`config.mk`:
```
export PLATFORM = sky130hd
export DESIGN_NAME = atomic_read_arbiter_flat
export DESIGN_NICKNAME = d
export VERILOG_FILES = /design/src/rtl/atomic_read_arbiter_if.sv /design/src/rtl/atomic_read_arbiter.sv /design/src/flat_wrapper.sv
export SDC_FILE = /design/constraint.sdc
export NUM_CORES = 1
export LEC_CHECK = 0
export CORE_MARGIN = 3
export CORE_UTILIZATION = 48
export CTS_CLUSTER_SIZE = 24
export DETAILED_ROUTE_END_ITERATION = 10
export PLACE_DENSITY = 0.92
export SLEW_MARGIN = 5
export SYNTH_ARGS = -nofsm -noshare
export SYNTH_HDL_FRONTEND = slang
export SYNTH_SLANG_ARGS = --single-unit
```
`constraint.sdc`:
```
create_clock -name clk -period 2.45 [get_ports clk]
set_clock_uncertainty 0.05 [all_clocks]
set_input_delay 0.3675 -clock clk [delete_from_list [all_inputs] [get_ports clk]]
set_output_delay 0.3675 -clock clk [all_outputs]
set_load 0.005 [all_outputs]
```
`src/rtl/atomic_read_arbiter_if.sv`:
```
// atomic_read_arbiter_if: requester-side and counter-side signals of the atomic read arbiter.
interface atomic_read_arbiter_if #(
    parameter int NUM_REQ = 4
);
    logic [NUM_REQ-1:0] rd_req_i;
    logic [NUM_REQ-1:0] rd_ack_o;
    logic               rd_err_o;
    logic [63:0]        rd_data_o;
    logic               busy_o;
    logic               req_o;
    logic               atomic_o;
    logic               ack_i;
    logic [31:0]        count_i;
    logic               proto_err_o;

    modport master (
        input  rd_req_i, ack_i, count_i,
        output rd_ack_o, rd_err_o, rd_data_o, busy_o, req_o, atomic_o, proto_err_o
    );

    modport slave (
        output rd_req_i, ack_i, count_i,
        input  rd_ack_o, rd_err_o, rd_data_o, busy_o, req_o, atomic_o, proto_err_o
    );
endinterface

```
`src/rtl/atomic_read_arbiter.sv`:
```
// atomic_read_arbiter: round-robin sharing of the 32-bit counter port for atomic two-beat 64-bit reads.
module atomic_read_arbiter #(
    parameter int NUM_REQ     = 4,
    parameter int ACK_TIMEOUT = 4
) (
    input logic                   clk,
    input logic                   reset,
    atomic_read_arbiter_if.master bus
);
    localparam int IW = $clog2(NUM_REQ);
    localparam int TW = $clog2(ACK_TIMEOUT + 1);

    typedef enum logic [2:0] {IDLE, LO, LO_WAIT, HI, HI_WAIT, DONE} state_t;

    state_t             state, state_n;
    logic [NUM_REQ-1:0] pending, cand, ack_vec;
    logic [IW-1:0]      gnt, rr_last, win;
    logic [TW-1:0]      timer;
    logic [63:0]        data;
    logic               err, err_n, found, waiting, timeout, arb;
    logic               req_q, atomic_q, proto_err;

    assign waiting = state == LO_WAIT || state == HI_WAIT;
    assign timeout = timer == TW'(ACK_TIMEOUT);
    assign arb     = state == IDLE || state == DONE;
    assign ack_vec = state == DONE ? NUM_REQ'(1) << gnt : '0;
    // A request arriving in its own ack cycle survives the clear and is arbitrated at once.
    assign cand    = (pending & ~ack_vec) | bus.rd_req_i;

    always_comb begin
        found = 1'b0;
        win   = '0;
        for (int k = 1; k <= NUM_REQ; k++) begin
            if (!found && cand[(int'(rr_last) + k) % NUM_REQ]) begin
                found = 1'b1;
                win   = IW'((int'(rr_last) + k) % NUM_REQ);
            end
        end
    end

    always_comb begin
        state_n = state;
        case (state)
            IDLE:    state_n = found ? LO : IDLE;
            LO:      state_n = LO_WAIT;
            LO_WAIT: state_n = bus.ack_i ? HI : timeout ? DONE : LO_WAIT;
            HI:      state_n = HI_WAIT;
            HI_WAIT: state_n = bus.ack_i || timeout ? DONE : HI_WAIT;
            DONE:    state_n = found ? LO : IDLE;
            default: state_n = IDLE;
        endcase
        err_n = arb ? 1'b0 : err | (waiting && !bus.ack_i && timeout);
    end

    always_ff @(posedge clk) begin
        if (reset) begin
            state     <= IDLE;
            pending   <= '0;
            rr_last   <= IW'(NUM_REQ - 1);
            gnt       <= '0;
            timer     <= '0;
            data      <= '0;
            err       <= 1'b0;
            req_q     <= 1'b0;
            atomic_q  <= 1'b0;
            proto_err <= 1'b0;
        end else begin
            state     <= state_n;
            pending   <= cand;
            err       <= err_n;
            timer     <= waiting ? timer + 1'b1 : '0;
            req_q     <= state_n == LO || state_n == HI;
            atomic_q  <= state_n == LO;
            proto_err <= proto_err | (bus.ack_i && !waiting);
            if (arb && found) begin
                gnt     <= win;
                rr_last <= win;
            end
            if (state == LO_WAIT && bus.ack_i) data[31:0] <= bus.count_i;
            if (state == HI_WAIT && bus.ack_i) data[63:32] <= bus.count_i;
        end
    end

    assign bus.rd_ack_o    = ack_vec;
    assign bus.rd_err_o    = state == DONE && err;
    assign bus.rd_data_o   = state == DONE && !err ? data : '0;
    assign bus.busy_o      = state != IDLE;
    assign bus.req_o       = req_q;
    assign bus.atomic_o    = atomic_q;
    assign bus.proto_err_o = proto_err;
endmodule
```
`src/flat_wrapper.sv`:
```
// flat-port wrapper written by rule: the top's interface ports become plain ports
module atomic_read_arbiter_flat 
#(
    parameter int NUM_REQ     = 4,
    parameter int ACK_TIMEOUT = 4
)
  (clk, reset, bus_rd_req_i, bus_ack_i, bus_count_i, bus_rd_ack_o, bus_rd_err_o, bus_rd_data_o, bus_busy_o, bus_req_o, bus_atomic_o, bus_proto_err_o);
  atomic_read_arbiter_if #(.NUM_REQ(NUM_REQ)) bus_i ();
  input logic clk;
  input logic reset;
  input wire logic [$bits(bus_i.rd_req_i)-1:0] bus_rd_req_i;
  input wire logic [$bits(bus_i.ack_i)-1:0] bus_ack_i;
  input wire logic [$bits(bus_i.count_i)-1:0] bus_count_i;
  output wire logic [$bits(bus_i.rd_ack_o)-1:0] bus_rd_ack_o;
  output wire logic [$bits(bus_i.rd_err_o)-1:0] bus_rd_err_o;
  output wire logic [$bits(bus_i.rd_data_o)-1:0] bus_rd_data_o;
  output wire logic [$bits(bus_i.busy_o)-1:0] bus_busy_o;
  output wire logic [$bits(bus_i.req_o)-1:0] bus_req_o;
  output wire logic [$bits(bus_i.atomic_o)-1:0] bus_atomic_o;
  output wire logic [$bits(bus_i.proto_err_o)-1:0] bus_proto_err_o;
  assign bus_i.rd_req_i = bus_rd_req_i;
  assign bus_i.ack_i = bus_ack_i;
  assign bus_i.count_i = bus_count_i;
  assign bus_rd_ack_o = bus_i.rd_ack_o;
  assign bus_rd_err_o = bus_i.rd_err_o;
  assign bus_rd_data_o = bus_i.rd_data_o;
  assign bus_busy_o = bus_i.busy_o;
  assign bus_req_o = bus_i.req_o;
  assign bus_atomic_o = bus_i.atomic_o;
  assign bus_proto_err_o = bus_i.proto_err_o;
  atomic_read_arbiter #(.NUM_REQ(NUM_REQ), .ACK_TIMEOUT(ACK_TIMEOUT)) u_core (.clk(clk), .reset(reset), .bus(bus_i));
endmodule
```
# After elaboration in Yosys (flattened, before gate mapping)

Index checks and enable logic that the tools add are counted.

Register bits after elaboration: 82
Bits of input ports: 39
Output and inout port bits: 73
Logic and storage cells: 96

Add/subtract/negate cells: 5
Magnitude comparators: 4
Equal/unequal tests: 8
Shifts and indexed selects: 1
Muxes and demuxes: 27
Bitwise gates (word level): 10
Reductions and logical operators: 30

Operators by type and width:

| operator                                                               | number |
|---|---|
| 64-bit two-way mux                                                     | 1 |
| 3-bit by 4-bit < comparator with 1-bit output (second input constant)  | 4 |
| 3-bit one-hot mux with 5 select lines                                  | 1 |
| 1-bit two-way mux                                                      | 14 |
| 2-bit OR reduction                                                     | 7 |
| 1-bit logical AND                                                      | 11 |
| 3-bit by 2-bit equality test with 1-bit output (second input constant) | 3 |
| 3-bit equality test (second input constant)                            | 3 |
| 1-bit binary-select mux with 2-bit select                              | 4 |
| 2-bit two-way mux                                                      | 4 |
| 3-bit by 1-bit equality test with 1-bit output (second input constant) | 2 |
| 1-bit zero test                                                        | 6 |
| 3-bit two-way mux                                                      | 2 |
| 2-bit by 1-bit adder with 2-bit output (second input constant)         | 2 |
| 2-bit adder (second input constant)                                    | 2 |
| 1-bit AND (first input constant)                                       | 4 |
| 4-bit AND                                                              | 1 |
| 1-bit logical OR                                                       | 4 |
| 4-bit two-way mux                                                      | 1 |
| 4-bit NOT                                                              | 1 |
| 4-bit bitwise OR                                                       | 1 |
| 1-bit by 2-bit left shift with 4-bit output (first input constant)     | 1 |
| 3-bit by 1-bit adder with 3-bit output (second input constant)         | 1 |
| 3-bit zero test                                                        | 1 |
| 3 further kinds                                                        | 4 |

# Depth between registers and ports, before layout

Gate-level depths: netlist (run 1).

Word-level depth: 22
Mapped depth: 8

# Worst setup path before layout (run 1)

No wires, ideal clock.

Path type: register to register
Start point: register u_core.state[1]
End point: register u_core.rr_last[1]
Data arrival time: 1.841 ns
Data required time: 2.262 ns
Setup slack: 0.421 ns
Stages on the path, launching flop included: 8
Period minus slack after synthesis: 2.029 ns
Cell sequence: dfxtp_1 buf_6 and4bb_4 a31oi_4 or3_4 o311a_4 o31ai_4 o221ai_1

Cells in the longest elaborated chain, start to end: 19
Elaborated cells between the ends (all ways): 34
Classes of those cells: 1 x eq/ne; 21 x mux; 3 x bitwise; 9 x reduce/logical

RTL lines:

| element                                              | RTL line                                             | text |
|---|---|---|
| from (decl)                                          | atomic_read_arbiter.sv:15                            | `state_t state, state_n;` |
| from (signal assigned)                               | atomic_read_arbiter.sv:68                            | `state <= state_n;` |
| 3-bit equality test                                  | atomic_read_arbiter.sv:25, atomic_read_arbiter.sv:26 |  |
| 4-bit two-way mux                                    | atomic_read_arbiter.sv:26                            | `assign ack_vec = state == DONE ? NUM_REQ'(1) << gnt : '0;` |
| 4-bit NOT                                            | atomic_read_arbiter.sv:28                            | `assign cand = (pending & ~ack_vec) \| bus.rd_req_i;` |
| 4-bit AND                                            | atomic_read_arbiter.sv:28                            |  |
| 4-bit bitwise OR                                     | atomic_read_arbiter.sv:28                            |  |
| 1-bit binary-select mux with 2-bit select            | atomic_read_arbiter.sv:34                            | `if (!found && cand[(int'(rr_last) + k) % NUM_REQ]) begin` |
| 1-bit two-way mux (not written as such) (2 in a row) | atomic_read_arbiter.sv:34                            |  |
| 1-bit two-way mux                                    | atomic_read_arbiter.sv:34                            |  |
| (+2 left out)                                        | -                                                    |  |
| 1-bit two-way mux                                    | atomic_read_arbiter.sv:34                            |  |
| 1-bit zero test                                      | atomic_read_arbiter.sv:34                            |  |
| 1-bit logical AND                                    | atomic_read_arbiter.sv:34                            |  |
| 1-bit two-way mux                                    | atomic_read_arbiter.sv:34                            |  |
| 1-bit zero test                                      | atomic_read_arbiter.sv:34                            |  |
| 1-bit logical AND                                    | atomic_read_arbiter.sv:34                            |  |
| 1-bit two-way mux                                    | atomic_read_arbiter.sv:34                            |  |
| 1-bit logical AND                                    | atomic_read_arbiter.sv:75                            | `if (arb && found) begin` |
| to (signal assigned)                                 | atomic_read_arbiter.sv:59                            | `rr_last <= IW'(NUM_REQ - 1);` |
| to (signal assigned)                                 | atomic_read_arbiter.sv:77                            | `rr_last <= win;` |
| to (decl)                                            | atomic_read_arbiter.sv:17                            | `logic [IW-1:0] gnt, rr_last, win;` |

Parallel ways exist; a longest one is shown, timed or not. The select of a mux whose other input is x is not followed.
A chain may end at the register's enable or synchronous reset.

# Final worst setup path (run 1)

Start point: register u_core.state[1]
End point: output bus_rd_data_o[22]

Cells in the longest elaborated chain, start to end: 3

RTL lines:

| element             | RTL line                  | text |
|---|---|---|
| 3-bit equality test | atomic_read_arbiter.sv:86 | `assign bus.rd_data_o = state == DONE && !err ? data : '0;` |
| 1-bit logical AND   | atomic_read_arbiter.sv:86 |  |
| 64-bit two-way mux  | atomic_read_arbiter.sv:86 |  |
| to (decl)           | flat_wrapper.sv:16        | `output wire logic [$bits(bus_i.rd_data_o)-1:0] bus_rd_data_o;` |

No other way between the ends.

==> insert_results.sql, run 1 <==
INSERT INTO impl_metrics (metric_group, metric, value, unit) VALUES
('timing', 'finalWorstPathRequiredPeriod', '2463', 'ps'),
('clock_tree', 'htree_levels', '3', ''),
('worst_setup_path', 'cp_top_family', 'buffers and inverters', ''),
('global_route', 'global_route.overflow_total', '0', ''),
('place', 'place_inst', '692', ''),
('synth', 'yosys-mux-area-fraction', '1.333', '%'),
('layout', 'syn_to_final_growth', '42.20', '%'),
('floorplanning', 'row_count', '32', ''),
('worst_setup_path', 'critical_path.max_fanout', '16', ''),
('synth', 'yosys_most_used_dff', 'dfxtp_1', ''),
('clock_tree', 'cts_inserted_buffers', '9', ''),
('layout', 'layout.cells.non_filler', '719', ''),
('timing', 'setup_violations', '1', ''),
('routing', 'post-route-drc-count', '0', ''),
('timing', 'final_critical_path_setup_slack', '-13.13', 'ps'),
('floorplanning', 'design.die.area', '9129', 'um2'),
('layout', 'layout-drive-gt1-share', '9.724', '%'),
('worst_setup_path', 'cp.buffers_inverters', '3', ''),
('timing', 'report.final.hold_viol_count', '0', ''),
('routing', 'first_iter_violations', '227', ''),
('routing', 'first_pass_iters', '5', ''),
('layout', 'insertedDiodeCount', '0', ''),
('synth', 'netlist_area', '3849', 'um2'),
('worst_setup_path', 'crit_arrival', '2050', 'ps'),
('clock_tree', 'cts.sink_count', '82', ''),
('global_route', 'grt_pass1_vias', '3777', ''),
('worst_setup_path', 'cp_slowest_cell', 'clkdlybuf4s50_1', ''),
('synth', 'synth-seq-cells', '82', ''),
('power_and_ir_drop', 'ir_drop', '0.3760', 'mV'),
('layout', 'fillCellCount', '631', ''),
('outcome', 'violations', 'negative setup slack', ''),
('floorplanning', 'initial_utilization', '49.55', '%'),
('routing', 'vias', '3943', ''),
('clock_tree', 'ctsLongestPathBuffers', '2', ''),
('timing', 'final_cycle_share', '100.5', '%'),
('timing', 'final_max_slew_viol_count', '0', ''),
('place', 'port_buf_inserts', '111', ''),
('floorplanning', 'design.core.area', '7767', 'um2'),
('global_route', 'gr-usage-all-layers', '24.38', '%'),
('routing', 'detail_route.wl_per_cell', '16.10', 'um'),
('floorplanning', 'die_x', '95.55', 'um'),
('worst_setup_path', 'timing.critical_path.from_type', 'flip-flop', ''),
('clock_tree', 'cts_root_buffer', 'clkbuf_8', ''),
('place', 'post-place-ws', '-62.66', 'ps'),
('layout', 'final_cell_mix', 'nand2_1, dfxtp_1, a21oi_1', ''),
('layout', 'finish.net_count', '653', ''),
('synth', 'post_synth_xor_area_fraction', '0.4551', '%'),
('synth', 'area_fraction_in_compound_gates_after_synthesis', '17.85', '%'),
('timing', 'slew-limit-headroom', '64.57', '%'),
('timing', 'clock.fmax', '0.4060', 'GHz'),
('synth', 'synthArstFlopShare', '0', '%'),
('synth', 'synth_seq_area_share', '42.65', '%'),
('worst_setup_path', 'critPathRequiredTime', '2030', 'ps'),
('clock_tree', 'hold_buffers', '0', ''),
('layout', 'layout.cells.most_common', 'nand2_1', ''),
('floorplanning', 'die_h', '95.55', 'um'),
('routing', 'drtAntennaViolNets', '0', ''),
('place', 'dp_hpwl', '7.399', 'mm'),
('worst_setup_path', 'worstPathCellList', 'and2b_2 -> nand2_4 -> nor2_4 -> buf_6 -> buf_16 -> and2_1 -> clkdlybuf4s50_1', ''),
('worst_hold_path', 'min-delay-path-class', 'primary input to flip-flop', ''),
('synth', 'syn-num-nets', '545', ''),
('worst_setup_path', 'setup.worst_path.end_class', 'primary output', ''),
('clock_tree', 'clkSlewWorstSetupHoldPaths', '80', 'ps'),
('synth', 'yosys.cell_types.count', '55', ''),
('timing', 'timing.setup.tns', '-13.13', 'ps'),
('outcome', 'outcome', 'finished with violations', ''),
('routing', 'route.detailed.vias_per_inst', '5.484', ''),
('synth', 'synth_enable_flop_cells', '0', ''),
('timing', 'fin_hold_ws', '363.4', 'ps'),
('global_route', 'grt_start_max_net_pins', '52', ''),
('global_route', 'antenna_found_initial', '0', '');
## state kept, by name, summed over array words and instances, names as in the netlist, 2 cells and up
name / flops
u_core.rr_last: 2
u_core.timer: 3
u_core.pending: 4
u_core.gnt: 2
u_core.data: 64
u_core.state: 3
## cell families (layout without fill, tap and decap cells)
kind of cell | after synthesis | in the layout
adder cells (fa/ha/maj) | 2 | 2
buffers and inverters | 44 | 157
XOR/XNOR | 2 | 2
AO/OA/AOI/OAI | 108 | 108
AND/OR/NAND/NOR | 261 | 261
flip-flops | 82 | 82
multiplexers | 5 | 5
## Yosys cell counts, types with 3 or more instances
library cell	instances	area share, %
nand3_1	3	0.39
nand2b_1	3	0.49
nor3_1	6	0.78
o21ai_0	3	0.39
and2_1	68	11
nor2_1	25	2.4
inv_1	7	0.68
or2_2	3	0.49
clkbuf_1	33	3.2
dfxtp_1	82	43
a21oi_1	75	9.8
nand2_1	137	13
mux2i_1	4	1.0
## power by group
group          internal, W  switching [W]
sequential         0.00146       0.000114
clock             0.000379       0.000512
combinational     0.000465       0.000569
total              0.00230        0.00120
## area by class of cell
cell class | instances | area, um2 | area share, %
Tap cell | 102 | 127.6 | 2.332
Timing Repair Buffer | 134 | 1450 | 26.50
Multi-Input combinational cell | 378 | 2044 | 37.36
Clock buffer | 10 | 127.6 | 2.332
Inverter | 7 | 26.28 | 0.4801
Sequential cell | 82 | 1647 | 30.09
Clock inverter | 6 | 50.05 | 0.9145
## what timing repair did
action / CTS / global route
pin swaps: 1 / 1
gates cloned: 2 / 1
endpoints found under the setup margin: 64 / 47
hold endpoints to repair: 0 / 0
gates resized for setup: 23 / 50
buffers inserted: 4 / 4
## metal layers
metal,part of all wire [%],global-route usage (%),vias up
met4,2.5,11.26,0
met1,38,28.63,1859
met3,7.2,4.262,31
met5,0,0,-
met2,52,42.91,177
li1,-,-,1876
## stage by stage
| stage | total power, W | instance area [um2] | util, % |
|---|---|---|---|
| after floorplan | 0.002236 | 3849 | - |
| after global routing | 0.003680 | 5473 | 70.46 |
| after detailed placement | 0.002542 | 5040 | 64.88 |
| after CTS | 0.003461 | 5295 | 68.17 |
| after global placement | 0.002483 | 5040 | 64.88 |
| final | 0.003500 | 5473 | 70.46 |
## worst paths after layout
path	slack, ps	endpoint	cells after the start	start
min	360	u_core.rr_last[1]	3	reset
min reg2reg	400	u_core.data[54]	2	u_core.data[54]
max reg2reg	140	u_core.rr_last[1]	6	u_core.state[0]
max	-10	bus_rd_data_o[22]	7	u_core.state[1]
## worst reg2reg max path, stage by stage, from the launching register on
cell and delay, ps:
dfxtp_4 360, buf_4 150, and4b_1 310, a31oi_1 220, o311a_2 480, o31ai_4 420, o221ai_1 200
No activity file was read; power rests on OpenSTA's default activity.
==> run 2, diff against run 1 <==
- CTS_CLUSTER_SIZE: 24 -> 12
==> results of run 2 <==
No change in the layout: final DEF, timing and power equal those of run 1.
